`config.mk`:
```
export PLATFORM = sky130hd
export DESIGN_NAME = chess_clock_timebase
export DESIGN_NICKNAME = d
export VERILOG_FILES = /design/src/rtl/chess_clock_timebase.sv
export SDC_FILE = /design/constraint.sdc
export NUM_CORES = 1
export LEC_CHECK = 0
export CAP_MARGIN = 20
export CORE_MARGIN = 10
export CORE_UTILIZATION = 30
export DETAILED_ROUTE_END_ITERATION = 12
export PLACE_DENSITY = 0.49
export SLEW_MARGIN = 10
export SYNTH_ARGS = -nofsm -noshare
export SYNTH_HDL_FRONTEND = slang
export SYNTH_SLANG_ARGS = --single-unit
```
`constraint.sdc`:
```
create_clock -name clk -period 3 [get_ports clk]
set_clock_uncertainty 0.05 [all_clocks]
set_input_delay 0.75 -clock clk [delete_from_list [all_inputs] [get_ports clk]]
set_output_delay 0.75 -clock clk [all_outputs]
set_load 0.03 [all_outputs]
```
`src/rtl/chess_clock_timebase.sv`:
```
// Chess-timer timebase: prescaler tick plus two saturating per-player countdown counters.
// Optional turn-start grace period is compiled in with `define TIMER_GRACE_EN.
module chess_clock_timebase #(
  parameter int CLK_HZ      = 50_000_000,
  parameter int TICK_HZ     = 1,
  parameter int CNT_W       = 10,
  parameter int START_TIME  = 300,
  parameter int GRACE_TICKS = 2
) (
  input  logic             clk,
  input  logic             reset_n,
  input  logic [1:0]       load_counters,
  input  logic [1:0]       en_counters,
  input  logic [CNT_W-1:0] start_value,
  output logic [CNT_W-1:0] counter_1,
  output logic [CNT_W-1:0] counter_2,
  output logic             tick,
  output logic [1:0]       expired
);

  localparam int DIV  = CLK_HZ / TICK_HZ;
  localparam int PW   = (DIV > 1) ? $clog2(DIV) : 1;
  localparam logic [PW-1:0]    TERM  = PW'(DIV - 1);
  localparam logic [CNT_W-1:0] START = CNT_W'(START_TIME);

  logic [PW-1:0]    presc_q, presc_d;
  logic [1:0]       en_prev_q, en_prev_d;
  logic [CNT_W-1:0] cnt1_q, cnt1_d;
  logic [CNT_W-1:0] cnt2_q, cnt2_d;
  logic             run_mode;
  logic             en_chg;
  logic             dec_ok;

  // Exactly one player running is run mode; 00 and 11 both hold.
  assign run_mode = en_counters[0] ^ en_counters[1];
  assign en_chg   = (en_counters != en_prev_q);
  assign tick     = run_mode && !en_chg && (presc_q == TERM);

  always_comb begin
    en_prev_d = en_counters;
    presc_d   = presc_q + 1'b1;
    if (!run_mode || en_chg || (presc_q == TERM)) begin
      presc_d = '0;
    end
  end

`ifdef TIMER_GRACE_EN
  localparam logic [2:0] GRACE_MAX = 3'(GRACE_TICKS);
  logic [2:0] grace_q, grace_d;

  assign dec_ok = (grace_q >= GRACE_MAX);

  always_comb begin
    grace_d = grace_q;
    if (en_chg) begin
      grace_d = '0;
    end else if (tick && !dec_ok) begin
      grace_d = grace_q + 1'b1;
    end
  end

  always_ff @(posedge clk or negedge reset_n) begin
    if (!reset_n) begin
      grace_q <= '0;
    end else begin
      grace_q <= grace_d;
    end
  end
`else
  assign dec_ok = 1'b1;
`endif

  // Load wins over decrement; decrement stops at zero instead of wrapping.
  always_comb begin
    cnt1_d = cnt1_q;
    cnt2_d = cnt2_q;
    if (load_counters[0]) begin
      cnt1_d = start_value;
    end else if (en_counters[0] && tick && dec_ok && (cnt1_q != '0)) begin
      cnt1_d = cnt1_q - 1'b1;
    end
    if (load_counters[1]) begin
      cnt2_d = start_value;
    end else if (en_counters[1] && tick && dec_ok && (cnt2_q != '0)) begin
      cnt2_d = cnt2_q - 1'b1;
    end
  end

  always_ff @(posedge clk or negedge reset_n) begin
    if (!reset_n) begin
      presc_q   <= '0;
      en_prev_q <= 2'b00;
      cnt1_q    <= START;
      cnt2_q    <= START;
    end else begin
      presc_q   <= presc_d;
      en_prev_q <= en_prev_d;
      cnt1_q    <= cnt1_d;
      cnt2_q    <= cnt2_d;
    end
  end

  assign counter_1 = cnt1_q;
  assign counter_2 = cnt2_q;
  assign expired   = {(cnt2_q == '0), (cnt1_q == '0)};

endmodule

```
==> results of run 1 <==
[through the flow]
stage	utilization (%)	setup TNS (ps)	power, mW
floorplan	-	0	0.836
global placement	38.7	-445	0.965
detailed placement	38.7	-966	0.964
CTS	40.4	-140	1.49
global route	41.4	-13.3	1.55
finish	41.4	0	1.47
[metal layers]
metal / vias to the layer above / share of wire [%] / wire length [um] / track usage, %
met5: - / 0 / 0 / 0
met4: 0 / 1.3 / 91 / 3.13
met3: 10 / 4.5 / 310 / 3.46
met2: 36 / 49 / 3400 / 18.8
met1: 1057 / 45 / 3120 / 13.3
li1: 1112 / - / - / -
[cells in the final DEF (no fill, tap or decap), drive strengths merged, types with 7 or more instances in the layout]
master	count
nor2	42
dfrtp	40
clkdlybuf4s50	32
buf	29
nand2	22
xor2	18
nand3	15
o21ai	14
xnor2	13
inv	11
nand4	10
a31oi	9
nor4	8
dfstp	8
or4	7
clkbuf	7
or3	7
[cells in the mapped netlist, types with 2 or more instances]
cell / instances / area [um2]
a31oi_1: 9 / 56.3
and2_1: 3 / 18.8
and3_1: 4 / 25.0
buf_2: 2 / 10.0
clkbuf_1: 5 / 18.8
dfrtp_1: 40 / 1000
dfstp_2: 8 / 210
ha_1: 3 / 37.5
inv_1: 11 / 41.3
nand2_1: 22 / 82.6
nand3_1: 15 / 75.1
nand4_1: 10 / 62.6
nand4b_1: 4 / 35.0
nor2_1: 42 / 158
nor3_1: 6 / 30.0
nor3b_1: 2 / 15.0
nor4_1: 8 / 50.1
nor4b_1: 2 / 17.5
nor4bb_1: 4 / 40.0
o21ai_0: 14 / 70.1
o31ai_1: 3 / 22.5
or3_1: 7 / 43.8
or4_1: 7 / 52.6
xnor2_1: 13 / 114
xor2_1: 18 / 158
[kinds of logic after synthesis]
kind of cell    after synthesis  synth area share, %
buf+inv                      18                 2.72
flops                        48                 47.1
compound gates               33                 8.27
fa+ha+maj                     3                 1.46
xor+xnor                     31                 10.6
mux                           1                0.438
simple gates                142                 29.5
[cell type report]
| class | count | area [um2] | share of cell area, % |
|---|---|---|---|
| Multi-Input combinational cell | 210 | 1340 | 39.0 |
| Sequential cell | 48 | 1210 | 35.3 |
| Timing Repair Buffer | 64 | 586 | 17.0 |
| Tap cell | 105 | 131 | 3.83 |
| Clock buffer | 7 | 96.3 | 2.81 |
| Inverter | 11 | 41.3 | 1.20 |
| Clock inverter | 1 | 30.0 | 0.874 |
[what timing repair did]
item,CTS,global route
setup endpoints to repair,2,1
pin swaps,1,2
gates resized for setup,3,8
setup buffers,0,5
[state kept, by name, summed over array words and instances (netlist names)]
| name | count |
|---|---|
| presc_q | 26 |
| counter_1 | 10 |
| counter_2 | 10 |
| en_prev_q | 2 |
[worst max-delay path by stage]
stage | slack (ps) | endpoint | start
floorplan | 120 | expired[1] | counter_2[0]
global placement | -90 | tick | en_counters[0]
detailed placement | -160 | tick | en_counters[1]
CTS | -140 | tick | en_counters[0]
global route | -10 | tick | presc_q[0]
finish | 70 | tick | presc_q[0]
[power by group through the flow]
stage	combinational [mW]	clock (mW)	sequential (mW)
global route	0.269	0.560	0.717
finish	0.244	0.514	0.712
CTS	0.244	0.534	0.711
detailed placement	0.242	0	0.722
global placement	0.242	0	0.723
floorplan	0.0670	0	0.769
[worst register-to-register path, stage by stage, from the launching register on]
cell and delay [ps]:
dfrtp_1 440, ha_4 180, nand4_1 150, or3_4 430, buf_4 160, or3b_4 460
or4_1 480, a31oi_1 190
==> impl_metrics.csv, run 1 <==
group,metric,value,unit
setup_path,cp_max_fo,4,
placement,hpwl,4990,um
detailed_routing,drtIter0Drc,149,
detailed_routing,antenna_left,0,
setup_path,r2r-start,"presc_q[0]",
detailed_routing,wl,6920,um
placement,port_buffers,38,
detailed_routing,drc,0,
global_routing,grt_pass1_vias,2324,
clock_network,cts_buffers,5,
setup_path,endpoint_kind,"primary output",
detailed_routing,vias,2215,
detailed_routing,firstDrtPassIters,4,
clock_network,clockBufferDepth,2,
clock_network,clk_pin_slew,90,ps
detailed_routing,post_drt_via_cell_ratio,4.97,
power,power.net_switching,0.388,mW
yosys,syn_area_per_cell,9.32,um2
yosys,syn-num-nets,295,
setup_path,r2r-end,"counter_2[9]",
global_routing,grt_pass1_wl,11800,um
power,p_sw_share,26.4,%
timing,relSlewSlack,57.8,%
setup_path,rrSetupSlack,390,ps
clock_network,worst_skew_pair.late_latency,300,ps
placement,post-place-ws,-160,ps
global_routing,antenna_found_initial,0,
timing,post-route-period-util,97.5,%
cells_and_area,fillers,822,
timing,hold_viol,0,
placement,dp.cells,433,
hold_path,worstHoldPathType,"in -> async",
global_routing,grt_util_all_layers,11.1,%
setup_path,path_buf_inv,2,
die,die_x,113,um
clock_network,cts.sinks,48,
flow_run,cap_violations,0,
yosys,yosysSeqAreaShare,47.1,%
power,ir_worst_vdd,0.192,mV
timing,setup_viol,0,
timing,worstMarginPinSlew,633,ps
detailed_routing,drt-wirelength-per-cell,15.5,um
placement,placed_cell_area,0.00322,mm2
yosys,synth_area,0.00257,mm2
cells_and_area,drive_gt1_share,15.8,%
clock_network,cts-htree-levels,2,
power,power_density,428,mW/mm2
die,core_area,0.00830,mm2
power,intPower,1.08,mW
power,seqPwrFrac,48.4,%
setup_path,path_cells,"ha_4 -> nand4_1 -> or3_4 -> or3_1 -> inv_1 -> buf_6",
yosys,ys_ff_latch,48,
timing,clock.fmax,342,MHz
clock_network,tritoncts,"yes",
power,p_comb_share,16.6,%
timing,worst_slack,74.8,ps
yosys,yosys_most_used_dff,"dfrtp_1",
timing,drv_slew,0,
yosys,synth_edf_count,0,
setup_path,reg2reg_depth,7,
cells_and_area,finalInstanceArea,0.00343,mm2
clock_network,cts_hold_buffers,0,
setup_path,critPathMaxStageDelay,440,ps
setup_path,startpoint_type,"register",
yosys,syn-instance-count,276,
timing,holdWs,486,ps
yosys,synth_warnings,0,
cells_and_area,n_antenna_cell,0,
setup_path,cpMaxStageDelayCell,"dfrtp_1",
yosys,synth_cell_types,39,
clock_network,root_buffer,"clkbuf_8",
setup_path,worst_ep_arrival_time,2130,ps
setup_path,required,2200,ps
power,p_leak,1.35,nW
global_routing,overflow,0,
die,rows,33,
global_routing,grt_max_degree,49,
yosys,async_flop_share,100,%
run_status,outcome,"complete, no violations",
setup_path,path_delay_family,"simple AND/OR/NAND/NOR gates",
die,start_util,31.0,%
timing,post-route-min-period,2930,ps
die,die-area,0.0127,mm2
power,pwr-share-clk,35.0,%
cells_and_area,nets,359,
die,io_pins,39,
setup_path,critPathKind,"reg -> out",
setup_path,cp.depth,6,
die,die_y,113,um
cells_and_area,layoutNonFillerInstCount,446,
placement,gp_congestion,0.849,
cells_and_area,syn_to_final_growth,33.5,%
No activity file was read; power rests on OpenSTA's default activity.
==> run 2: changes to the inputs <==
- CELL_PAD_IN_SITES_DETAIL_PLACEMENT: unset -> 1
- CELL_PAD_IN_SITES_GLOBAL_PLACEMENT: unset -> 1
- PLACE_DENSITY: 0.49 -> 0.61
- TNS_END_PERCENT: unset -> 10
==> impl_metrics.csv, run 2 (synthesis gave the netlist of run 1 again) <==
group,metric,value,unit
run_status,outcome,"complete, no violations",
timing,rsz0062_at_grt,"false",
detailed_routing,drtIter0Drc,100,
power,p_sw_share,27.0,%
detailed_routing,top_layer,"met4",
detailed_routing,drc,0,
clock_network,worst_skew_pair.late_latency,300,ps
timing,post-route-min-period,2900,ps
clock_network,cts.sinks,48,
cells_and_area,drive_gt1_share,15.0,%
setup_path,critPathKind,"reg -> out",
detailed_routing,post_drt_via_cell_ratio,5.08,
placement,port_buffers,38,
cells_and_area,finalInstanceArea,0.00339,mm2
timing,holdWs,385,ps
die,die-area,0.0127,mm2
clock_network,cts-htree-levels,2,
timing,post-route-period-util,96.7,%
timing,setup_viol,0,
power,power_density,419,mW/mm2
setup_path,startpoint_type,"register",
power,p_comb_share,17.2,%
clock_network,root_buffer,"clkbuf_8",
placement,dp.cells,433,
detailed_routing,m1WireLength,3470,um
cells_and_area,layoutNonFillerInstCount,445,
clock_network,clk_pin_slew,90,ps
clock_network,cts_buffers,5,
placement,placed_cell_area,0.00322,mm2
global_routing,grt_util_all_layers,11.7,%
cells_and_area,nets,358,
detailed_routing,wl_met3,271,um
power,pwr-share-clk,32.7,%
clock_network,tritoncts,"yes",
cells_and_area,largest_reg_flops,26,
die,start_util,31.0,%
cells_and_area,top_register,"presc_q",
power,power.net_switching,0.385,mW
setup_path,worst_ep_arrival_time,2100,ps
die,io_pins,39,
detailed_routing,wl,7270,um
detailed_routing,firstDrtPassIters,4,
cells_and_area,final_common_cell,"nor2_1",
global_routing,antenna_found_initial,0,
cells_and_area,syn_to_final_growth,31.9,%
cells_and_area,fin_util,40.9,%
detailed_routing,wl_met2,3460,um
power,seqPwrFrac,50.1,%
detailed_routing,vias,2259,
placement,gp_congestion,0.758,
setup_path,cp_max_fo,4,
timing,relSlewSlack,60.7,%
power,ir_worst_vdd,0.182,mV
global_routing,grt_pass1_wl,12600,um
power,p_leak,1.34,nW
global_routing,grt_max_degree,27,
die,die_y,113,um
clock_network,clockBufferDepth,2,
timing,hold_viol,0,
die,die_x,113,um
global_routing,grt_pass1_vias,2454,
flow_run,cap_violations,0,
timing,clock.fmax,345,MHz
setup_path,reg2reg_depth,7,
die,core_area,0.00830,mm2
timing,drv_slew,0,
hold_path,worstHoldPathType,"in -> async",
cells_and_area,n_antenna_cell,0,
timing,worstMarginPinSlew,586,ps
global_routing,overflow,0,
timing,setup_tns,0,ps
power,intPower,1.04,mW
setup_path,endpoint_kind,"primary output",
die,rows,33,
setup_path,required,2200,ps
detailed_routing,drt-wirelength-per-cell,16.3,um
detailed_routing,antenna_left,0,
cells_and_area,layout_common_cells,"nor2_1, dfrtp_1, clkdlybuf4s50_1",
placement,hpwl,5450,um
run 2: cell types whose count changed in the layout (fill, tap and decap cells not counted), sizes merged:
cell / previous run / this run
buf: 29 / 28
run 2: metal layers:
layer  up-vias  GRT usage [%]
met2        26           19.6
met4         0           3.05
met3         6           3.14
met1      1112           14.5
met5         -              0
li1       1115              -
run 2: stage by stage:
stage | worst slack (ps) | total power [mW]
finish | 99.7 | 1.42
global route | 6.64 | 1.51
CTS | -157 | 1.44
detailed placement | -228 | 0.968
global placement | -123 | 0.965
floorplan | 123 | 0.836
run 2: area by class of cell:
cell class / count / area (um2)
inverter: 11 / 41.3
fill: 963 / 4910
sequential: 48 / 1210
clock inverter: 1 / 30.0
tap: 105 / 131
clock buffer: 7 / 76.3
multi-input combinational: 210 / 1330
timing repair buffer: 63 / 574
run 2: power groups by stage:
stage                     clock network [mW]  logic, mW  registers (mW)
after CTS                              0.485      0.245           0.714
final                                  0.465      0.245           0.713
after global placement                     0      0.241           0.725
after detailed placement                   0      0.243           0.725
after global routing                   0.520      0.268           0.720
after floorplan                            0     0.0670           0.769
run 2: final timing paths:
check | from | endpoint | slack, ps
min reg2reg | counter_2[8] | counter_2[8] | 480
min | reset_n | counter_1[9] | 390
min in group clk | counter_2[8] | counter_2[8] | 480
max reg2reg | presc_q[1] | counter_2[9] | 390
max | presc_q[1] | tick | 100
max in group asynchronous | reset_n | presc_q[4] | 1980
run 2: worst max-delay path: stages (launching register included):
cell	delay [ps]
dfrtp_1	360
ha_2	220
nand4_1	170
or3_4	410
or3_1	390
inv_1	100
buf_4	160
run 2: repair_timing:
action                     CTS  global route
pin swaps                    2             0
resized for setup            3             6
buffers inserted             0             4
hold endpoints to repair     0             0
setup endpoints to repair    2             1
hold buffers                 0             0
==> run 3: changes to the inputs <==
- REMOVE_ABC_BUFFERS: unset -> 1
==> impl_metrics.csv, run 3 (synthesis gave the netlist of run 1 again) <==
group,metric,value,unit
hold_path,worstHoldPathType,"in -> async",
run_status,outcome,"complete, no violations",
setup_path,cp_max_fo,3,
cells_and_area,final_common_cell,"nor2_1",
timing,drv_slew,0,
die,rows,33,
power,p_sw_share,28.9,%
cells_and_area,n_antenna_cell,0,
placement,placed_cell_area,0.00321,mm2
setup_path,cp-startpoint,"en_counters[0]",
setup_path,startpoint_type,"input pin",
timing,relSlewSlack,57.4,%
global_routing,grt_pass1_vias,2434,
setup_path,path_buf_inv,3,
cells_and_area,top_register,"presc_q",
global_routing,grt_max_degree,26,
die,die_x,113,um
cells_and_area,fin_util,40.6,%
cells_and_area,layout_common_cells,"nor2_1, dfrtp_1, clkdlybuf4s50_1",
timing,clock.fmax,345,MHz
power,pwr-share-clk,30.0,%
die,start_util,31.0,%
power,p_leak,1.31,nW
timing,post-route-period-util,96.6,%
cells_and_area,fillers,967,
power,ir_worst_vdd,0.170,mV
timing,worst_slack,102,ps
die,die-area,0.0127,mm2
die,io_pins,39,
global_routing,overflow,0,
setup_path,path_cells,"dlygate4sd2_1 -> nor4bb_4 -> nor2_2 -> or3_1 -> inv_2 -> buf_6",
setup_path,required,2200,ps
cells_and_area,nets,357,
detailed_routing,vias,2274,
die,die_y,113,um
timing,post-route-min-period,2900,ps
setup_path,worst_ep_arrival_time,2100,ps
setup_path,endpoint_kind,"primary output",
global_routing,antenna_found_initial,0,
placement,dp.cells,432,
detailed_routing,wl,7600,um
timing,setup_viol,0,
clock_network,cts.sinks,48,
setup_path,critPathMaxStageDelay,400,ps
die,core_area,0.00830,mm2
placement,post-place-ws,-307,ps
setup_path,cpMaxStageDelayCell,"or3_1",
timing,rsz0062_at_grt,"false",
detailed_routing,firstDrtPassIters,4,
timing,hold_viol,0,
placement,gp_congestion,0.791,
cells_and_area,finalInstanceArea,0.00337,mm2
flow_run,cap_violations,0,
power,seqPwrFrac,52.1,%
timing,holdWs,410,ps
placement,hpwl,5650,um
detailed_routing,drc,0,
clock_network,tritoncts,"yes",
timing,setup_tns,0,ps
power,power.net_switching,0.397,mW
clock_network,cts_buffers,5,
timing,worstMarginPinSlew,634,ps
clock_network,clk_pin_slew,90,ps
cells_and_area,layoutNonFillerInstCount,444,
clock_network,cts_hold_buffers,0,
power,p_comb_share,17.9,%
global_routing,grt_pass1_wl,12700,um
detailed_routing,antenna_left,0,
detailed_routing,post_drt_via_cell_ratio,5.12,
clock_network,cts-htree-levels,2,
cells_and_area,largest_reg_flops,26,
clock_network,root_buffer,"clkbuf_8",
cells_and_area,drive_gt1_share,15.3,%
power,power,1.37,mW
detailed_routing,drtIter0Drc,86,
setup_path,r2r-start,"presc_q[0]",
clock_network,clockBufferDepth,2,
global_routing,grt_util_all_layers,12.1,%
setup_path,path_delay_family,"simple AND/OR/NAND/NOR gates",
power,power_density,408,mW/mm2
placement,port_buffers,38,
detailed_routing,drt-wirelength-per-cell,17.1,um
setup_path,critPathKind,"in -> out",
cells_and_area,syn_to_final_growth,30.9,%
clock_network,worst_skew_pair.late_latency,300,ps
power,intPower,0.976,mW
## run 3: cell types whose count changed in the layout (fill, tap and decap cells not counted), sizes merged
cell	previous run	this run
dlygate4sd2	1	3
bufinv	1	0
clkbuf	7	8
dlymetal6s2s	2	0
buf	28	27
## run 3: final timing paths
path / slack, ps / depth (start not counted) / end
max: 100 / 6 / tick
min: 410 / 1 / counter_2[7]
max reg2reg: 420 / 7 / counter_2[9]
min reg2reg: 500 / 2 / presc_q[23]
max in group asynchronous: 1860 / 2 / counter_1[2]
min in group clk: 500 / 2 / presc_q[23]
## run 3: layer usage
| metal | part of all wire [%] | vias to the layer above | track usage, % |
|---|---|---|---|
| li1 | - | 1119 | - |
| met1 | 49 | 1121 | 16.1 |
| met2 | 47 | 29 | 19.1 |
| met3 | 3.0 | 5 | 2.18 |
| met4 | 1.1 | 0 | 4.15 |
| met5 | 0 | - | 0 |
## run 3: power groups by stage
stage | logic (mW) | registers [mW] | clock network [mW]
after floorplan | 0.0633 | 0.769 | 0
after global placement | 0.240 | 0.726 | 0
after detailed placement | 0.243 | 0.727 | 0
after CTS | 0.246 | 0.716 | 0.422
after global routing | 0.266 | 0.722 | 0.447
final | 0.246 | 0.716 | 0.413
## run 3: timing repair
item / in CTS / in global routing
gates resized for setup: 7 / 5
buffers inserted: 0 / 4
setup endpoints to repair: 3 / 2
pin swaps: 2 / 1
## run 3: final cells by class
class,count,area [um2],share of cell area (%)
Clock buffer,8,90.1,2.67
Inverter,11,41.3,1.23
Multi-Input combinational cell,210,1330,39.5
Sequential cell,48,1210,36.0
Tap cell,105,131,3.90
Timing Repair Buffer,62,563,16.7
## run 3: worst register-to-register path: cells and delay by family, from the launching register on
| kind | cells | cell delay [ps] |
|---|---|---|
| AND/OR/NAND/NOR | 4 | 1490 |
| flip-flops | 1 | 390 |
| adder cells (fa/ha/maj) | 1 | 220 |
| buffers and inverters | 1 | 190 |
| AO/OA/AOI/OAI | 1 | 170 |
